<file path="config.mk">
export PLATFORM = sky130hd
export DESIGN_NAME = fifo_ram_param
export DESIGN_NICKNAME = d
export VERILOG_FILES = /design/src/rtl/fifo_pkg.sv /design/src/rtl/fifo_mem_dp.sv /design/src/rtl/fifo_ram_param.sv
export SDC_FILE = /design/constraint.sdc
export NUM_CORES = 1
export LEC_CHECK = 0
export BUFFER_PORTS_ARGS = -buffer_cell sky130_fd_sc_hd__buf_4
export CAP_MARGIN = 20
export CORE_ASPECT_RATIO = 1.5
export CORE_MARGIN = 2
export CORE_UTILIZATION = 50
export CTS_BUF_LIST = sky130_fd_sc_hd__clkbuf_4
export CTS_CLUSTER_DIAMETER = 200
export CTS_CLUSTER_SIZE = 8
export DETAILED_ROUTE_END_ITERATION = 12
export GPL_TIMING_DRIVEN = 0
export PLACE_DENSITY = 0.75
export SETUP_SLACK_MARGIN = 0.3
export SLEW_MARGIN = 20
export SYNTH_ARGS = -nofsm -noshare
export SYNTH_HDL_FRONTEND = slang
export SYNTH_SLANG_ARGS = --single-unit
</file>
<file path="constraint.sdc">
create_clock -name clock -period 7.2 [get_ports clock]
set_clock_uncertainty 0.05 [all_clocks]
set_input_delay 0.72 -clock clock [delete_from_list [all_inputs] [get_ports clock]]
set_output_delay 0.72 -clock clock [all_outputs]
set_load 0.02 [all_outputs]
</file>
<file path="src/rtl/fifo_pkg.sv">
// ============================================================================
// Module   : fifo_pkg
// Brief    : Shared helpers and status-bit indices for the parametrised FIFO.
// Revision : 1.0 - initial release
// ============================================================================
`default_nettype none

package fifo_pkg;

  localparam int FULL_BIT   = 0;
  localparam int EMPTY_BIT  = 1;
  localparam int AFULL_BIT  = 2;
  localparam int AEMPTY_BIT = 3;
  localparam int OVF_BIT    = 4;
  localparam int UDF_BIT    = 5;
  localparam int STATUS_W   = 6;

  function automatic int clog2(input int value);
    int r;
    int v;
    r = 0;
    v = value - 1;
    while (v > 0) begin
      r++;
      v = v >> 1;
    end
    return r;
  endfunction

endpackage

`default_nettype wire

</file>
<file path="src/rtl/fifo_mem_dp.sv">
// ============================================================================
// Module   : fifo_mem_dp
// Brief    : Simple dual-port RAM, synchronous write, registered read.
// Revision : 1.0 - initial release
// ============================================================================
`default_nettype none

module fifo_mem_dp #(
  parameter int DATA_WIDTH = 8,
  parameter int DEPTH      = 16,
  parameter int ADDR_WIDTH = 4
) (
  input  logic                  i_clk,
  input  logic                  i_rst_n,
  input  logic                  i_we,
  input  logic [ADDR_WIDTH-1:0] i_waddr,
  input  logic [DATA_WIDTH-1:0] i_wdata,
  input  logic                  i_re,
  input  logic [ADDR_WIDTH-1:0] i_raddr,
  output logic [DATA_WIDTH-1:0] o_rdata
);

  logic [DATA_WIDTH-1:0] r_mem [DEPTH];
  logic [DATA_WIDTH-1:0] r_rdata;

  // Array kept reset-free so it maps onto RAM primitives.
  always_ff @(posedge i_clk) begin
    if (i_we) begin
      r_mem[i_waddr] <= i_wdata;
    end
  end

  // Read-before-write: a same-address write at full returns the old entry.
  always_ff @(posedge i_clk or negedge i_rst_n) begin
    if (!i_rst_n) begin
      r_rdata <= '0;
    end else if (i_re) begin
      r_rdata <= r_mem[i_raddr];
    end
  end

  assign o_rdata = r_rdata;

endmodule

`default_nettype wire

</file>
<file path="src/rtl/fifo_ram_param.sv">
// ============================================================================
// Module   : fifo_ram_param
// Brief    : Parametrised synchronous FIFO with occupancy, watermarks, errors.
// Revision : 1.0 - initial release
// ============================================================================
`default_nettype none

module fifo_ram_param
  import fifo_pkg::*;
#(
  parameter int DATA_WIDTH   = 8,
  parameter int DEPTH        = 16,
  parameter int ADDR_WIDTH   = clog2(DEPTH),
  parameter int AFULL_LEVEL  = DEPTH - 2,
  parameter int AEMPTY_LEVEL = 2
) (
  input  logic                  clock,
  input  logic                  reset,
  input  logic                  enable,
  input  logic                  push,
  input  logic                  pop,
  input  logic [DATA_WIDTH-1:0] data_in,
  input  logic                  clear_err,
  output logic [DATA_WIDTH-1:0] data_out,
  output logic                  full,
  output logic                  empty,
  output logic                  almost_full,
  output logic                  almost_empty,
  output logic [ADDR_WIDTH:0]   count,
  output logic                  overflow,
  output logic                  underflow
);

  localparam logic [ADDR_WIDTH:0] c_DEPTH  = (ADDR_WIDTH + 1)'(DEPTH);
  localparam logic [ADDR_WIDTH:0] c_AFULL  = (ADDR_WIDTH + 1)'(AFULL_LEVEL);
  localparam logic [ADDR_WIDTH:0] c_AEMPTY = (ADDR_WIDTH + 1)'(AEMPTY_LEVEL);

  logic [ADDR_WIDTH-1:0] r_wptr;
  logic [ADDR_WIDTH-1:0] r_rptr;
  logic [ADDR_WIDTH:0]   r_count;
  logic                  r_ovf;
  logic                  r_udf;
  logic                  w_full;
  logic                  w_empty;
  logic                  w_push_ok;
  logic                  w_pop_ok;
  logic                  w_ovf_set;
  logic                  w_udf_set;
  logic [STATUS_W-1:0]   w_status;

  assign w_full    = (r_count == c_DEPTH);
  assign w_empty   = (r_count == '0);
  assign w_pop_ok  = enable & pop & ~w_empty;
  // At full a concurrent accepted pop frees the slot the push lands in.
  assign w_push_ok = enable & push & (~w_full | w_pop_ok);
  assign w_ovf_set = enable & push & ~w_push_ok;
  assign w_udf_set = enable & pop & ~w_pop_ok;

  fifo_mem_dp #(
    .DATA_WIDTH (DATA_WIDTH),
    .DEPTH      (DEPTH),
    .ADDR_WIDTH (ADDR_WIDTH)
  ) u_mem (
    .i_clk   (clock),
    .i_rst_n (reset),
    .i_we    (w_push_ok),
    .i_waddr (r_wptr),
    .i_wdata (data_in),
    .i_re    (w_pop_ok),
    .i_raddr (r_rptr),
    .o_rdata (data_out)
  );

  always_ff @(posedge clock or negedge reset) begin
    if (!reset) begin
      r_wptr  <= '0;
      r_rptr  <= '0;
      r_count <= '0;
    end else begin
      if (w_push_ok) begin
        r_wptr <= r_wptr + 1'b1;
      end
      if (w_pop_ok) begin
        r_rptr <= r_rptr + 1'b1;
      end
      case ({w_push_ok, w_pop_ok})
        2'b10:   r_count <= r_count + 1'b1;
        2'b01:   r_count <= r_count - 1'b1;
        default: r_count <= r_count;
      endcase
    end
  end

  // Set has priority over clear so an error on the clearing edge is kept.
  always_ff @(posedge clock or negedge reset) begin
    if (!reset) begin
      r_ovf <= 1'b0;
      r_udf <= 1'b0;
    end else begin
      if (w_ovf_set) begin
        r_ovf <= 1'b1;
      end else if (clear_err) begin
        r_ovf <= 1'b0;
      end
      if (w_udf_set) begin
        r_udf <= 1'b1;
      end else if (clear_err) begin
        r_udf <= 1'b0;
      end
    end
  end

  always_comb begin
    w_status             = '0;
    w_status[FULL_BIT]   = w_full;
    w_status[EMPTY_BIT]  = w_empty;
    w_status[AFULL_BIT]  = (r_count >= c_AFULL);
    w_status[AEMPTY_BIT] = (r_count <= c_AEMPTY);
    w_status[OVF_BIT]    = r_ovf;
    w_status[UDF_BIT]    = r_udf;
  end

  assign full         = w_status[FULL_BIT];
  assign empty        = w_status[EMPTY_BIT];
  assign almost_full  = w_status[AFULL_BIT];
  assign almost_empty = w_status[AEMPTY_BIT];
  assign overflow     = w_status[OVF_BIT];
  assign underflow    = w_status[UDF_BIT];
  assign count        = r_count;

endmodule

`default_nettype wire
</file>
# After elaboration in Yosys (flattened, before gate mapping)

Memories as Yosys holds them, arrays and structs flattened. A register that Yosys moved wholly into a read port is not among the register bits.
Index checks and enable logic that the tools add are counted.

Register bits: 15
Latch bits: 0
RAM bits: 128
Memory bits (read-only): 0
Bits of input ports: 14
Output and inout port bits: 19
Word-level logic and storage cells: 37
Memories: 1

Memory list:

| memory      | depth | width | rd ports | clocked after Yosys merged registers in | write ports | line              | source |
|---|---|---|---|---|---|---|---|
| u_mem.r_mem | 16    | 8     | 1        | 1                                       | 1           | fifo_mem_dp.sv:23 | `logic [DATA_WIDTH-1:0] r_mem [DEPTH];` |

Add/sub/neg operators: 4
$mul: 0
Div/mod/pow operators: 0
$lt $le $gt $ge: 2
Equal/unequal tests: 3
Shift operators: 0
Multiplexer cells: 6
Bitwise gates (word level): 11
Reduce and logical (&&, ||, !) cells: 5

Operators by type and width:

| kind                  | count |
|---|---|
| $pmux W5 S2           | 1 |
| $add A4 B1 Y4 const B | 2 |
| $and A1 B1 Y1         | 6 |
| $reduce_bool A2 Y1    | 3 |
| $add A5 B1 Y5 const B | 1 |
| $eq A5 B5 Y1 const B  | 1 |
| $ge A5 B4 Y1 const B  | 1 |
| $le A5 B2 Y1 const B  | 1 |
| $logic_not A5 Y1      | 1 |
| $mux W1               | 5 |
| $sub A5 B1 Y5 const B | 1 |
| $not A1 Y1            | 4 |
| $eq A2 B1 Y1 const B  | 1 |
| $eq A2 B2 Y1 const B  | 1 |
| $logic_not A1 Y1      | 1 |
| $or A1 B1 Y1          | 1 |

# Logic depth before layout (Yosys ltp)

Gate-level depths: netlist of the first run.

Word-level depth: 8
Depth in mapped cells: 10
Mapped depth without buffers: 9

# By module

From an unflattened synthesis of the first run, not the netlist that was laid out.

Cell total of the unflattened synthesis: 317
Area total of the unflattened synthesis: 6198.4 sq um

Modules (own cells, without submodules):

| module         | instances | cells each | area an instance (sq um) | sequential area each (sq um) |
|---|---|---|---|---|
| fifo_mem_dp    | 1         | 240        | 5331.4                   | 4043.9 |
| fifo_ram_param | 1         | 77         | 867.1                    | 375.4 |

# Worst setup path after synthesis of the first run

No wires, ideal clock.

Path type: input port to flip-flop
Start: input pop
End: register r_count[4], in the netlist count[4]
Library setup time: 133 ps
Arrival: 2604 ps
Slack: 4413 ps
Cell stages on the path: 9
Buffers on the path: 0
Cells stage by stage: inv_1 a31oi_1 inv_1 ha_1 fa_1 a21o_1 a21oi_1 mux2i_1 xnor2_1

Longest elaborated chain between the ends: 6

Ends and longest elaborated chain:

| element                                                  | line                 | source |
|---|---|---|
| start, declared                                          | fifo_ram_param.sv:21 | `input logic pop,` |
| $and A1 B1 Y1 * (2 in a row)                             | fifo_ram_param.sv:53 | `assign w_pop_ok = enable & pop & ~w_empty;` |
| $or A1 B1 Y1                                             | fifo_ram_param.sv:55 | `assign w_push_ok = enable & push & (~w_full \| w_pop_ok);` |
| $and A1 B1 Y1                                            | fifo_ram_param.sv:55 |  |
| $eq A2 B1 Y1 / $eq A2 B2 Y1 (equally long branches)      | fifo_ram_param.sv:86 | `case ({w_push_ok, w_pop_ok})` |
| $pmux W5 S2 / $reduce_bool A2 Y1 (equally long branches) | -                    |  |
| end signal, assigned                                     | fifo_ram_param.sv:87 | `2'b10: r_count <= r_count + 1'b1;` |
| end signal, assigned                                     | fifo_ram_param.sv:88 | `2'b01: r_count <= r_count - 1'b1;` |
| end signal, assigned                                     | fifo_ram_param.sv:89 | `default: r_count <= r_count;` |
| end, declared                                            | fifo_ram_param.sv:40 | `logic [ADDR_WIDTH:0] r_count;` |

Every way passes the cells marked *; elsewhere a longest branch is shown, timed or not.
A chain may end at the register's enable or synchronous reset.

# Final worst setup path of the first run

Start: register r_count[0], in the netlist count[0]
End: register r_count[4], in the netlist count[4]

Longest elaborated chain between the ends: 7

Ends and longest elaborated chain:

| element                                                  | line                 | source |
|---|---|---|
| $logic_not A5 Y1                                         | fifo_ram_param.sv:52 | `assign w_empty = (r_count == '0);` |
| $not A1 Y1                                               | fifo_ram_param.sv:53 |  |
| $and A1 B1 Y1                                            | fifo_ram_param.sv:53 |  |
| $or A1 B1 Y1                                             | fifo_ram_param.sv:55 |  |
| $and A1 B1 Y1                                            | fifo_ram_param.sv:55 |  |
| $eq A2 B1 Y1 / $eq A2 B2 Y1 (equally long branches)      | fifo_ram_param.sv:86 |  |
| $pmux W5 S2 / $reduce_bool A2 Y1 (equally long branches) | -                    |  |

Several ways; a longest one is shown, not always the timed one.

==> flow_metrics.env, run 1 <==
export IMPL_rsz0062_at_grt="no"
export IMPL_crit_path_largest_cell_delay_ns=0.70
export IMPL_post_synth_inst_count=326
export IMPL_pwr_share_comb=0.346
export IMPL_detail_route_drc_violations=0
export IMPL_portBuffers=32
export IMPL_area_sequential_mm2=0.00442
export IMPL_antenna_violations_before_repair=1
export IMPL_core_box_area_mm2=0.0120
export IMPL_setup_tns_ns=0
export IMPL_power_total_mw=2.46
export IMPL_fmax_ghz=0.324
export IMPL_finalWeightedCongestion=0.821
export IMPL_die_area_mm2=0.0132
export IMPL_tmin_final_ns=3.08
export IMPL_synth_lib_cells_used_distinct=38
export IMPL_cts_buffer_depth=2
export IMPL_vias_per_cell=5.58
export IMPL_route_antenna_remaining_nets=0
export IMPL_final_area_mm2=0.00688
export IMPL_syn_num_nets=350
export IMPL_post_synth_instance_area_mm2=0.00613
export IMPL_grt_total_usage=0.186
export IMPL_global_route_overflow_total=0
export IMPL_setup_worst_path_start_class="flop"
export IMPL_cellInternalPower_mw=1.65
export IMPL_synth_fa_ha_area_frac=0.0216
export IMPL_vias_in_the_first_global_route=3072
export IMPL_synth_xor_area_frac=0.0143
export IMPL_synth_avg_cell_area_um2=18.8
export IMPL_cp_num_buf_inv=1
export IMPL_core_rowCount=49
export IMPL_die_width_um=94.4
export IMPL_holdCritPathClass="input pin to flop"
export IMPL_yosysWarnings=0
export IMPL_start_util=0.513
export IMPL_slew_violations=0
export IMPL_tritoncts="built"
export IMPL_timing_max_slew_rel_slack=0.406
export IMPL_report_final_setup_viol=0
export IMPL_grt_max_degree=24
export IMPL_final_min_period_over_clock_period=0.428
export IMPL_multi_input_logic_area_mm2=0.00159
export IMPL_switching_power_uw=808
export IMPL_largest_fanout_on_the_critical_path=9
export IMPL_post_synth_mux_area_share=0.139
export IMPL_combinational_family_with_the_most_area_after_synthesis="multiplexers"
export IMPL_critPathRequiredTime_ns=7.60
export IMPL_synthSimpleGateAreaFrac=0.0386
export IMPL_htreeDepth=4
export IMPL_setup_ws_ns=4.12
export IMPL_holdBufCountCts=1
export IMPL_cts_post_setup_buffers_inserted=0
export IMPL_finalHoldViolCount=0
export IMPL_tritoncts_num_buffers=17
export IMPL_top_level_ports=33
export IMPL_worst_slew_pin_transition_ns=0.887
export IMPL_cellPowerDensity_mw_per_mm2=358
export IMPL_post_cts_resize_count=0
export IMPL_post_route_cells_drive_above_1_share=0.263
export IMPL_outcome="completed"
export IMPL_clock_sinks=151
export IMPL_clk_transition_reported_paths_ns=0.12
export IMPL_setup_worst_path_class="flop to flop"
export IMPL_synth_yosys_seq_area_share=0.721
export IMPL_fillers=854
export IMPL_kind_of_cell_with_the_highest_combined_delay_on_the_critical_path="compound AO/OA/AOI/OAI gates"
export IMPL_dpl_instance_area_mm2=0.00659
export IMPL_drt_total_wl_um=11400
export IMPL_worst_path_max_delay_cell="a31oi_1"
export IMPL_overall_via_count_from_detail_route=3039
export IMPL_power_leakage_nw=2.43
export IMPL_routed_wire_length_per_instance_um=21.0
export IMPL_grt_first_pass_wirelength_um=17400
export IMPL_sequential_fraction_of_design_power=0.451
export IMPL_end_kind="flop"
export IMPL_pre_cts_ws_ns=3.89
export IMPL_postSynthRegisterBits=151
export IMPL_drt_initial_drc_count=270
export IMPL_cp_data_arrival_time_ns=3.49
export IMPL_max_cap_viol_count=0
export IMPL_clock_insertion_delay_worst_skew_ns=0.52
export IMPL_switching_share=0.329
export IMPL_floorplan_die_height_um=140
export IMPL_power_share_clock=0.203
export IMPL_synth_area_in_compound_gates=0.0420
export IMPL_flow_area_growth_from_synthesis_pct=12.2
export IMPL_critical_path_cell_chain="nor4_1 -> a31oi_1 -> inv_1 -> ha_1 -> fa_1 -> a21o_1 -> a21oi_1 -> mux2i_1 -> xnor2_1"
export IMPL_drt_first_pass_iters=7
export IMPL_finalNetCount=402
export IMPL_worst_ir_drop_vdd_v=0.000164
export IMPL_hpwl_um=7810
export IMPL_clock_tree_root_cell="clkbuf_4"
## routing by layer
metal | global-route usage | vias to the layer above | share of wire
li1 | - | 1402 | -
met1 | 0.228 | 1537 | 0.39
met2 | 0.309 | 92 | 0.55
met3 | 0.0406 | 8 | 0.043
met4 | 0.0908 | 0 | 0.022
met5 | 0 | - | 0
## Yosys cell counts, drive strengths merged
| cell type | count | area (um^2) |
|---|---|---|
| or4 | 1 | 7.51 |
| nor4 | 1 | 6.26 |
| mux2i | 9 | 90.1 |
| a211o | 8 | 70.1 |
| a31oi | 1 | 6.26 |
| xor2 | 1 | 8.76 |
| buf | 13 | 95.1 |
| nand4 | 2 | 12.5 |
| nand3 | 1 | 5.00 |
| a21o | 3 | 22.5 |
| inv | 8 | 30.0 |
| nor2 | 15 | 56.3 |
| a22o | 8 | 70.1 |
| xnor2 | 9 | 78.8 |
| o32ai | 1 | 8.76 |
| dfrtp | 23 | 576 |
| nand2 | 16 | 60.1 |
| clkbuf | 5 | 22.5 |
| fa | 1 | 20.0 |
| o21ai | 3 | 15.0 |
| a21oi | 10 | 50.1 |
| a2111oi | 1 | 8.76 |
| mux4 | 32 | 751 |
| nand2b | 2 | 12.5 |
| ha | 9 | 113 |
| edfxtp | 128 | 3840 |
| mux2 | 1 | 11.3 |
| o22ai | 1 | 6.26 |
| nor2b | 9 | 56.3 |
| nor3 | 4 | 20.0 |
## cell type report
cell class / count / area share
timing repair buffer: 33 / 0.0364
multi-input combinational: 149 / 0.231
clock buffer: 17 / 0.0186
sequential: 151 / 0.642
inverter: 8 / 0.00437
antenna: 1 / 0.000364
clock inverter: 15 / 0.0224
buffer: 18 / 0.0171
tap: 153 / 0.0278
## state kept, by name (all words and copies together) (netlist names)
register / cells
count: 5
overflow: 1
r_rptr: 4
r_wptr: 4
u_mem.o_rdata: 8
u_mem.r_mem: 128
underflow: 1
## logic make-up (layout without fill, tap and decap cells)
kind of cell / after synthesis / count (layout)
flip-flops: 151 / 151
buffers and inverters: 26 / 91
AND/OR/NAND/NOR: 51 / 51
adder cells (fa/ha/maj): 10 / 10
other: 0 / 1
XOR/XNOR: 10 / 10
multiplexers: 42 / 42
AO/OA/AOI/OAI: 36 / 36
## per-stage QoR
step	std cells	hold WS (ns)	utilization
after floorplan	326	0.374	-
after global placement	511	0.441	0.549
after detailed placement	511	0.447	0.551
after CTS	544	0.288	0.575
after global routing	545	0.295	0.575
final	545	0.334	0.575
## power by group through the flow
stage	combinational [mW]	sequential, mW	clock (mW)
2_1_floorplan	0.557	1.16	0
3_3_place_gp	0.834	1.12	0
4_1_cts	0.861	1.11	0.511
3_5_place_dp	0.856	1.13	0
6_report	0.851	1.11	0.499
5_1_grt	0.918	1.12	0.550
## worst register-to-register path, cell delays in order (launching register included)
cell,delay (ns)
dfrtp_1,0.54
nor4_1,0.13
a31oi_1,0.70
inv_1,0.11
ha_1,0.30
fa_1,0.43
a21o_1,0.18
a21oi_1,0.20
mux2i_1,0.24
xnor2_1,0.14
## path summary, 6_finish.rpt
check | start | to | slack, ns | cells after the start
max | count[0] | count[4] | 4.12 | 9
max reg2reg | count[0] | count[4] | 4.12 | 9
max in group asynchronous | reset | r_wptr[1] | 6.29 | 2
min in group asynchronous | reset | underflow | 0.57 | 2
min | clear_err | overflow | 0.33 | 2
min reg2reg | u_mem.o_rdata[1] | u_mem.o_rdata[1] | 0.47 | 1
## placed cells by master (no fill, tap or decap), types with 10 or more instances in the layout
cell type,synthesis,final
dfrtp_1,23,23
buf_4,2,34
nor2_1,15,15
nand2_1,16,16
edfxtp_1,128,128
mux4_2,24,24
clkbuf_4,1,18
a21oi_1,10,10
No activity file was read; power rests on OpenSTA's default activity.
==> inputs of run 2 (changes only) <==
Settings changed: PLACE_DENSITY 0.75 to 0.78.
Clock period 7.2 ns to 2.5 ns, I/O delays scaled along.
==> run 2 against run 1 <==
  * The flow now finishes with violations (DRC)
  * Final cell count grew 4.6%
  * Die area did not move
  * Combinational power increased to 3.3 times the previous value
  * Critical path depth grew 2
  * Worst hold slack worse by 0.32 ns
  * Cell area is 6.3% higher
  * Sequential cell count unchanged
  * Sequential power rose to 2.9 times the previous value
  * Non-clock buffer count is 26 higher
  * Worst setup slack worse by 4.0 ns
  * Global-route usage rose by 1.6 points
==> flow_metrics.env, run 2 (synthesis results as in run 1) <==
export IMPL_outcome="finished with violations"
export IMPL_failed_checks="DRC"
export IMPL_pre_cts_ws_ns=-0.0764
export IMPL_htreeDepth=4
export IMPL_holdCritPathClass="input pin to flop"
export IMPL_drt_total_wl_um=12200
export IMPL_core_rowCount=49
export IMPL_mostFrequentLayoutCell="edfxtp_1"
export IMPL_critical_path_cell_chain="nor4_4 -> a21o_1 -> buf_6 -> inv_6 -> ha_4 -> buf_6 -> ha_4 -> a21o_1 -> a21oi_2 -> mux2i_1 -> xnor2_1"
export IMPL_overall_via_count_from_detail_route=3211
export IMPL_largest_fanout_on_the_critical_path=3
export IMPL_switching_power_mw=2.52
export IMPL_pwr_share_comb=0.385
export IMPL_slew_violations=0
export IMPL_grt_total_usage=0.202
export IMPL_setup_ws_ns=0.0979
export IMPL_switching_share=0.340
export IMPL_vias_per_cell=5.63
export IMPL_grt_first_pass_wirelength_um=19000
export IMPL_cellInternalPower_mw=4.90
export IMPL_most_common_layout_cells="edfxtp_1 (128), buf_4 (47), mux4_2 (24)"
export IMPL_critPathRequiredTime_ns=2.92
export IMPL_final_min_period_over_clock_period=0.961
export IMPL_cellPowerDensity_mw_per_mm2=1010
export IMPL_tritoncts="built"
export IMPL_global_route_overflow_total=0
export IMPL_cp_num_buf_inv=3
export IMPL_largest_register_by_flop_count="u_mem.r_mem"
export IMPL_drt_initial_drc_count=258
export IMPL_worst_path_max_delay_cell="dfrtp_2"
export IMPL_power_leakage_nw=2.56
export IMPL_route_antenna_remaining_nets=0
export IMPL_sequential_fraction_of_design_power=0.430
export IMPL_floorplan_die_height_um=140
export IMPL_drt_first_pass_iters=9
export IMPL_fmax_ghz=0.416
export IMPL_end_kind="flop"
export IMPL_rsz0062_at_grt="yes"
export IMPL_worst_slew_pin_transition_ns=0.660
export IMPL_report_final_setup_viol=0
export IMPL_flow_area_growth_from_synthesis_pct=19.2
export IMPL_clock_tree_root_cell="clkbuf_4"
export IMPL_antenna_violations_before_repair=1
export IMPL_vias_in_the_first_global_route=3408
export IMPL_power_share_clock=0.185
export IMPL_fillers=822
export IMPL_kind_of_cell_with_the_highest_combined_delay_on_the_critical_path="compound AO/OA/AOI/OAI gates"
export IMPL_worst_ir_drop_vdd_v=0.000341
export IMPL_die_area_mm2=0.0132
export IMPL_timing_max_slew_rel_slack=0.560
export IMPL_tmin_final_ns=2.40
export IMPL_portBuffers=32
export IMPL_finalNetCount=428
export IMPL_setup_worst_path_class="flop to flop"
export IMPL_post_route_cells_drive_above_1_share=0.368
export IMPL_crit_path_largest_cell_delay_ns=0.46
export IMPL_top_level_ports=33
export IMPL_hpwl_um=8060
export IMPL_grt_max_degree=24
export IMPL_setup_tns_ns=0
export IMPL_die_width_um=94.4
export IMPL_cts_buffer_depth=2
export IMPL_start_util=0.513
export IMPL_core_box_area_mm2=0.0120
export IMPL_clock_insertion_delay_worst_skew_ns=0.53
export IMPL_detail_route_drc_violations=2
export IMPL_cp_data_arrival_time_ns=2.82
export IMPL_max_cap_viol_count=0
export IMPL_finalWeightedCongestion=0.769
export IMPL_routed_wire_length_per_instance_um=21.3
export IMPL_clk_transition_reported_paths_ns=0.12
export IMPL_clock_sinks=151
export IMPL_largest_reg_flops=128
export IMPL_tritoncts_num_buffers=17
export IMPL_setup_worst_path_start_class="flop"
export IMPL_finalHoldViolCount=0
## run 2: cell types whose count changed in the layout (fill, tap and decap cells not counted), sizes merged
cell / change
buf: +14
dlygate4sd3: +12
clkinv: -3
bufinv: -1
clkbuf: +1
clkinvlp: +1
inv: +1
## run 2: power groups by stage
stage	Sequential [mW]	Clock, mW	Combinational (mW)
5_1_grt	3.22	1.51	3.07
4_1_cts	3.19	1.40	2.75
3_5_place_dp	3.28	0	2.47
6_report	3.19	1.37	2.85
3_3_place_gp	3.26	0	2.41
2_1_floorplan	3.36	0	1.64
## run 2: what timing repair did
action / CTS / global route
setup buffers: 12 / 3
pin swaps: 8 / 9
setup endpoints to repair: 142 / 94
hold endpoints to repair: 153 / 1
hold buffers: 13 / 1
gates resized for setup: 21 / 18
## run 2: stage by stage
step / power, mW / utilization / instance area [um^2] / instances / hold slack [ns]
finish: 7.41 / 0.612 / 7310 / 570 / 0.0181
global route: 7.79 / 0.612 / 7310 / 570 / 0.00901
CTS: 7.34 / 0.604 / 7220 / 567 / 0.0512
detailed placement: 5.76 / 0.556 / 6640 / 511 / 0.115
global placement: 5.67 / 0.554 / 6620 / 511 / 0.113
floorplan: 4.99 / - / 6190 / 326 / -0.0956
## run 2: path summary, 6_finish.rpt
path / startpoint / endpoint / slack [ns] / depth (start not counted)
max in group asynchronous: reset / count[2] / 2.05 / 2
min: pop / overflow / 0.02 / 4
max: count[1] / count[4] / 0.1 / 11
max reg2reg: count[1] / count[4] / 0.1 / 11
min reg2reg: u_mem.o_rdata[4] / u_mem.o_rdata[4] / 0.47 / 1
min in group asynchronous: reset / count[3] / 0.09 / 2
## run 2: layout make-up
class | instances | area [um^2] | share of cell area
Sequential cell | 151 | 4420 | 0.605
Buffer | 17 | 134 | 0.0183
Multi-Input combinational cell | 149 | 1770 | 0.242
Antenna cell | 1 | 2.50 | 0.000342
Tap cell | 153 | 191 | 0.0262
Timing Repair Buffer | 60 | 499 | 0.0683
Inverter | 8 | 35.0 | 0.00479
Clock inverter | 13 | 125 | 0.0171
Clock buffer | 18 | 135 | 0.0185
## run 2: worst min-delay path, cell delays in order
cell and delay, ns:
buf_4 0.09, inv_1 0.08, nand2_1 0.09, o22ai_2 0.07
## run 2: per-layer routing
layer / GRT usage / wire [um] / vias up
met2: 0.352 / 6670 / 112
li1: - / - / 1457
met3: 0.0428 / 605 / 16
met4: 0.0854 / 359 / 0
met5: 0 / 0 / -
met1: 0.240 / 4530 / 1626
